<file path="config.mk">
export PLATFORM = sky130hd
export DESIGN_NAME = vlane_sequencer_flat
export DESIGN_NICKNAME = d
export VERILOG_FILES = /design/src/rtl/vseq_pkg.sv /design/src/rtl/vlane_sequencer_if.sv /design/src/rtl/vlane_sequencer.sv /design/src/flat_wrapper.sv
export SDC_FILE = /design/constraint.sdc
export NUM_CORES = 1
export LEC_CHECK = 0
export ABC_AREA = 0
export CAP_MARGIN = 20
export CORE_AREA = 2 2 231 233
export CTS_BUF_LIST = sky130_fd_sc_hd__clkbuf_4
export DETAILED_ROUTE_END_ITERATION = 7
export DIE_AREA = 0 0 233 235
export PLACE_DENSITY = 0.8
export SETUP_SLACK_MARGIN = 0.2
export SLEW_MARGIN = 5
export SYNTH_ARGS = -nofsm -noshare
export SYNTH_HDL_FRONTEND = slang
export SYNTH_SLANG_ARGS = --single-unit
</file>
<file path="constraint.sdc">
create_clock -name clk -period 3.6 [get_ports clk]
set_input_delay 0.36 -clock clk [delete_from_list [all_inputs] [get_ports clk]]
set_output_delay 0.36 -clock clk [all_outputs]
set_load 0.03 [all_outputs]
</file>
<file path="src/rtl/vseq_pkg.sv">
// Shared definitions for the vector lane sequencer: default geometry, the
// controller state encoding and the lane-count clamp.
package vseq_pkg;

    localparam int VSEQ_LANES = 5;   // matches the 5-element vector register file
    localparam int VSEQ_W     = 32;  // lane data width

    typedef enum logic [1:0] {
        IDLE  = 2'd0,
        EXEC  = 2'd1,
        WRITE = 2'd2
    } vseq_state_t;

    // Requested lane count saturates at the lane count; 0 stays 0 (no-op write).
    function automatic logic [2:0] clamp_vsize(input logic [2:0] v, input logic [2:0] max_n);
        return (v > max_n) ? max_n : v;
    endfunction

endpackage

</file>
<file path="src/rtl/vlane_sequencer_if.sv">
// Bundle between the control unit / regfile / shared ALU and the sequencer.
//   start, vsize, wa_in : op request (sampled only while idle)
//   va, vb              : flattened source lanes, lane i at [i*W +: W]
//   alu_a, alu_b, alu_y : shared scalar ALU operands and combinational result
//   vwe, vwa, vsize_out : vector write strobe, destination, lane count
//   wd                  : flattened write data, lanes >= n forced to zero
//   busy, done          : core stall and one-cycle completion pulse
// master = surrounding datapath, slave = sequencer.
interface vlane_sequencer_if
    import vseq_pkg::*;
#(
    parameter int LANES = VSEQ_LANES,
    parameter int W     = VSEQ_W
);
    logic                 start;
    logic [2:0]           vsize;
    logic [3:0]           wa_in;
    logic [LANES*W-1:0]   va;
    logic [LANES*W-1:0]   vb;
    logic [W-1:0]         alu_a;
    logic [W-1:0]         alu_b;
    logic [W-1:0]         alu_y;
    logic                 vwe;
    logic [3:0]           vwa;
    logic [2:0]           vsize_out;
    logic [LANES*W-1:0]   wd;
    logic                 busy;
    logic                 done;

    modport master (
        output start, vsize, wa_in, va, vb, alu_y,
        input  alu_a, alu_b, vwe, vwa, vsize_out, wd, busy, done
    );

    modport slave (
        input  start, vsize, wa_in, va, vb, alu_y,
        output alu_a, alu_b, vwe, vwa, vsize_out, wd, busy, done
    );

endinterface

</file>
<file path="src/rtl/vlane_sequencer.sv">
// Runs one vector op across 1..LANES lanes through a single shared scalar
// ALU, one lane per cycle, then issues a single vector register write.
// Ports:
//   clk   : system clock, rising edge
//   reset : synchronous, active-high; aborts any op without writing
//   bus   : vlane_sequencer_if slave modport (request, ALU, write, status)
module vlane_sequencer
    import vseq_pkg::*;
#(
    parameter int LANES = VSEQ_LANES,
    parameter int W     = VSEQ_W
) (
    input  logic               clk,
    input  logic               reset,
    vlane_sequencer_if.slave   bus
);

    localparam logic [2:0] MAX_N = 3'(LANES);

    vseq_state_t state, state_nxt;

    logic [2:0]                 idx;
    logic [2:0]                 n_q;
    logic [3:0]                 wa_q;
    logic [LANES-1:0][W-1:0]    a_buf;
    logic [LANES-1:0][W-1:0]    b_buf;
    logic [LANES-1:0][W-1:0]    res;
    logic [LANES-1:0][W-1:0]    wd_l;
    logic [2:0]                 n_req;
    logic                       last_lane;

    assign n_req     = clamp_vsize(bus.vsize, MAX_N);
    assign last_lane = (idx == n_q - 3'd1);

    always_comb begin
        state_nxt = state;
        case (state)
            IDLE:    if (bus.start) state_nxt = (n_req == 3'd0) ? WRITE : EXEC;
            EXEC:    if (last_lane) state_nxt = WRITE;
            WRITE:   state_nxt = IDLE;
            default: state_nxt = IDLE;
        endcase
    end

    always_ff @(posedge clk) begin
        if (reset) begin
            state <= IDLE;
            idx   <= '0;
            n_q   <= '0;
            wa_q  <= '0;
            a_buf <= '0;
            b_buf <= '0;
            res   <= '0;
        end else begin
            state <= state_nxt;
            case (state)
                IDLE: begin
                    // Snapshot operands so regfile writes during EXEC are invisible.
                    if (bus.start) begin
                        a_buf <= bus.va;
                        b_buf <= bus.vb;
                        wa_q  <= bus.wa_in;
                        n_q   <= n_req;
                        idx   <= '0;
                    end
                end
                EXEC: begin
                    res[idx] <= bus.alu_y;
                    if (!last_lane) idx <= idx + 3'd1;
                end
                default: ;
            endcase
        end
    end

    // Status and strobes decode registered state only; start never reaches them.
    assign bus.busy      = (state != IDLE);
    assign bus.done      = (state == WRITE);
    assign bus.vwe       = (state == WRITE) && (n_q != 3'd0);
    assign bus.vwa       = wa_q;
    assign bus.vsize_out = n_q;
    assign bus.alu_a     = (state == EXEC) ? a_buf[idx] : '0;
    assign bus.alu_b     = (state == EXEC) ? b_buf[idx] : '0;

    // Stale results from a longer earlier op are masked off above n.
    for (genvar i = 0; i < LANES; i++) begin : g_wd
        assign wd_l[i] = ((state == WRITE) && (3'(i) < n_q)) ? res[i] : '0;
    end

    assign bus.wd = wd_l;

endmodule

</file>
<file path="src/flat_wrapper.sv">
// flat-port wrapper written by rule: the top's interface ports become plain ports
module vlane_sequencer_flat import vseq_pkg::*;
#(
    parameter int LANES = VSEQ_LANES,
    parameter int W     = VSEQ_W
)
  (clk, reset, bus_start, bus_vsize, bus_wa_in, bus_va, bus_vb, bus_alu_y, bus_alu_a, bus_alu_b, bus_vwe, bus_vwa, bus_vsize_out, bus_wd, bus_busy, bus_done);
  vlane_sequencer_if #(.LANES(LANES), .W(W)) bus_i ();
  input  logic clk;
  input  logic reset;
  input wire logic [$bits(bus_i.start)-1:0] bus_start;
  input wire logic [$bits(bus_i.vsize)-1:0] bus_vsize;
  input wire logic [$bits(bus_i.wa_in)-1:0] bus_wa_in;
  input wire logic [$bits(bus_i.va)-1:0] bus_va;
  input wire logic [$bits(bus_i.vb)-1:0] bus_vb;
  input wire logic [$bits(bus_i.alu_y)-1:0] bus_alu_y;
  output wire logic [$bits(bus_i.alu_a)-1:0] bus_alu_a;
  output wire logic [$bits(bus_i.alu_b)-1:0] bus_alu_b;
  output wire logic [$bits(bus_i.vwe)-1:0] bus_vwe;
  output wire logic [$bits(bus_i.vwa)-1:0] bus_vwa;
  output wire logic [$bits(bus_i.vsize_out)-1:0] bus_vsize_out;
  output wire logic [$bits(bus_i.wd)-1:0] bus_wd;
  output wire logic [$bits(bus_i.busy)-1:0] bus_busy;
  output wire logic [$bits(bus_i.done)-1:0] bus_done;
  assign bus_i.start = bus_start;
  assign bus_i.vsize = bus_vsize;
  assign bus_i.wa_in = bus_wa_in;
  assign bus_i.va = bus_va;
  assign bus_i.vb = bus_vb;
  assign bus_i.alu_y = bus_alu_y;
  assign bus_alu_a = bus_i.alu_a;
  assign bus_alu_b = bus_i.alu_b;
  assign bus_vwe = bus_i.vwe;
  assign bus_vwa = bus_i.vwa;
  assign bus_vsize_out = bus_i.vsize_out;
  assign bus_wd = bus_i.wd;
  assign bus_busy = bus_i.busy;
  assign bus_done = bus_i.done;
  vlane_sequencer #(.LANES(LANES), .W(W)) u_core (.clk(clk), .reset(reset), .bus(bus_i));
endmodule
</file>
==> impl_results.md <==
* Remaining antenna violation count at 0
* Final hold violation count at 0
* Worst r2r src: u_core.state[0]
* Effective utilization at floorplan at 39.7%
* Pin count of the biggest net entering global routing at 133
* Reg-to-Reg End: u_core.b_buf[67]
* Critical path's largest stage delay at 0.67 ns
* Peak supply drop at 0.264 mV
* CTS Sinks at 492
* # port buffers at 595
* Routed length per instance at 21.0 um
* Grt total ovfl at 0
* Slew @ Worst Pin at 0.975 ns
* Setup Crit Path Kind: flop to primary output
* Clk Latency, worst-skew pair at 0.99 ns
* Post-Syn Area at 20,700 um^2
* CP top delay family: buffers and inverters
* Crit end category: primary output
* Core Rows at 84
* Vias per cell at 5.53
* Clock Tree Root: clkbuf_4
* Startpoint types: flop
* Post-route cell area at 33,000 um^2
* Chip width at 233 um
* DP HPWL at 47,600 um
* CP required at 3.24 ns
* Ys async rst share at 0%
* Worst slack, placed at 0.734 ns
* Syn Inst Count at 2,575
* CP Data Arrival Time at 2.98 ns
* Slowest CP cell: clkdlybuf4s50_1
* CTS tree: yes
* Drt initial violations at 2,599
* Setup ws final at 0.259 ns
* First-pass detailed-route iteration total at 8
* Placer Congestion at 0.901
* WP depth at 5
* Top Ports at 596
* Status: finished, violations left
* Minimum clock period at 3.34 ns
* Final core utilization at 63.1%
* Tightest Hold Check Type: primary input to flop
* CTS max path bufs at 3
* Syn nets at 2,940
* CP Buf/Inv Count at 2
* CORE AREA at 52,200 um^2
* Vias in the first global route at 24,400
* Clock-pin transition on the worst setup and hold timing paths at 0.06 ns
* Initial antenna violation count at 11
* Die span in y at 235 um
* Rel. slew slack at 35.0%
* Reg2reg setup slack at 0.80 ns
* Unrepaired setup endpoints after global routing: true
* Number of synthesized flops with an enable pin at 0
* Syn. warnings at 0
* Setup Skew at 0.0785 ns
* Setup violators final at 0
* Layout area overhead at 59.1%
* Via count at 24,000
* GRT Overall Usage at 32.3%
* Placed cell areas at 27,100 um^2
* Ys flop type: dfxtp_1
* # H-tree levels at 4
* Max Clock Freq at 0.299 GHz
* DRT Wirelength at 91,100 um
* Slew Viols, Final at 0
* CP endpoint: bus_wd[97]
* Critical-path cell list: nand2b_2, nor2_2, buf_4, and2_1, clkdlybuf4s50_1
* Total power at 13.6 mW
* Drt drc at 4
* CTS buffer count at 132
* Final std cells w/o fill at 4,345
* Pleak at 13.9 nW
* Placed Cells at 3,698
* Pwr Density at 413 nW/um^2
* Fraction of layout cells with a size suffix above 1 at 10.8%
* FF-to-FF path depth at 5
* Final layout net count at 3,935
* Number of max-cap violations at 0
* Violated checks: DRC
* Final TNS setup at 0 ns
* Tcrit/Tclk final at 92.8%
* Hold Slack at 0.146 ns
* Yosys cell types at 39
* Yosys reg bits at 492
* CP Max Fanout at 32
* Syn Area/Cell at 8.05 um^2
* Seq/Total Area, Yosys at 47.5%
* Die area at 54,800 um^2
* CP Launch Point: u_core.state[0]
* First-pass GRT wire length at 136,000 um
-- worst min path at each step --
stage                    startpoint                end  slack, ns  depth (start not counted)
floorplan             u_core.res[0]      u_core.res[0]       0.43                          2
global placement    u_core.res[100]    u_core.res[100]       0.44                          2
detailed placement   u_core.res[75]     u_core.res[75]       0.44                          2
CTS                     bus_vb[103]  u_core.b_buf[103]      0.002                          3
global route            bus_vb[103]  u_core.b_buf[103]       0.05                          3
finish                 bus_alu_y[7]     u_core.res[71]       0.15                          3
-- synth_stat cells (2+ instances only) --
library cell	number	area, um^2
nand2_1	974	3660
dfxtp_1	492	9850
a21oi_1	461	2310
and2_1	161	1010
clkbuf_1	105	394
nor2_1	73	274
a22oi_1	64	480
mux4_2	64	1440
buf_2	57	285
buf_4	38	285
a21oi_2	30	263
buf_6	11	124
inv_1	6	22.5
buf_1	3	11.3
ha_1	3	37.5
nand3b_1	3	22.5
xor2_1	3	26.3
a211oi_1	2	15.0
and3b_1	2	17.5
nand2b_1	2	12.5
nand3_1	2	10.0
nor3b_1	2	15.0
-- layer usage --
metal | track usage (%) | routed length [um]
met5 | 0 | 13
met2 | 52.1 | 43100
met3 | 11.2 | 9680
met4 | 23.9 | 6840
met1 | 34.8 | 31400
-- registers in the layout, summed over array words and instances (netlist names) --
name and flops:
u_core.idx 3, u_core.a_buf 160, u_core.state 2, u_core.b_buf 160, u_core.bus.vwa 4, u_core.res 160
u_core.bus.vsize_out 3
-- cell families (layout without fill, tap and decap cells) --
group,after synthesis,after routing,share of synthesized area (%)
and+or+nand+nor,1227,1228,24.5
DFF,492,492,47.5
AOI/OAI and AO/OA,563,563,15.1
muxes,65,65,7.01
xor gates and xnor gates,4,4,0.236
adders and majority gates,3,3,0.181
buffers and inverters,221,1290,5.43
other,0,12,0
-- cell usage in the layout (no fill, tap or decap), drive strengths merged, types with 2 or more instances in the layout --
cell / n
nand2: 974
clkdlybuf4s50: 385
dlygate4sd3: 411
nor3b: 3
ha: 3
nand3b: 3
a22oi: 64
nand2b: 3
buf: 67
and2: 161
nand3: 2
clkdlybuf4s15: 11
a31oi: 2
a21oi: 491
xor2: 3
clkbuf: 200
mux4: 64
inv: 12
dlymetal6s2s: 47
dfxtp: 492
dlygate4sd2: 141
nor2: 73
clkinv: 11
a211oi: 3
and3b: 2
diode: 12
bufinv: 4
-- timing repair --
item                                    in CTS  in global routing
endpoints found under the hold margin      350                  0
hold buffers                               411                  0
gates resized for setup                    178                 79
cloned                                       0                  2
endpoints found under the setup margin     224                101
setup buffers                               10                  3
-- tightest hold or removal path, cell delays in order --
cell and delay (ns):
clkdlybuf4s50_1 0.50, nand2_1 0.10, a21oi_1 0.06
-- cell type report --
| type | count | area, um^2 |
|---|---|---|
| Clock buffer | 188 | 1410 |
| Inverter | 7 | 28.8 |
| Timing Repair Buffer | 1074 | 10800 |
| Sequential cell | 492 | 9860 |
| Clock inverter | 21 | 189 |
| Antenna cell | 12 | 30.0 |
| Multi-Input combinational cell | 1863 | 9820 |
| Tap cell | 688 | 861 |
| Fill cell | 3841 | 19300 |
-- report_power, final --
| group | switching [mW] | leakage [nW] | internal [mW] | total, mW |
|---|---|---|---|---|
| combinational | 1.28 | 8.87 | 1.20 | 2.48 |
| clock | 2.49 | 0.963 | 2.66 | 5.15 |
| sequential | 0.238 | 4.02 | 5.76 | 6.00 |
| total | 4.00 | 13.9 | 9.62 | 13.6 |
(Power assumes the default switching activity.)
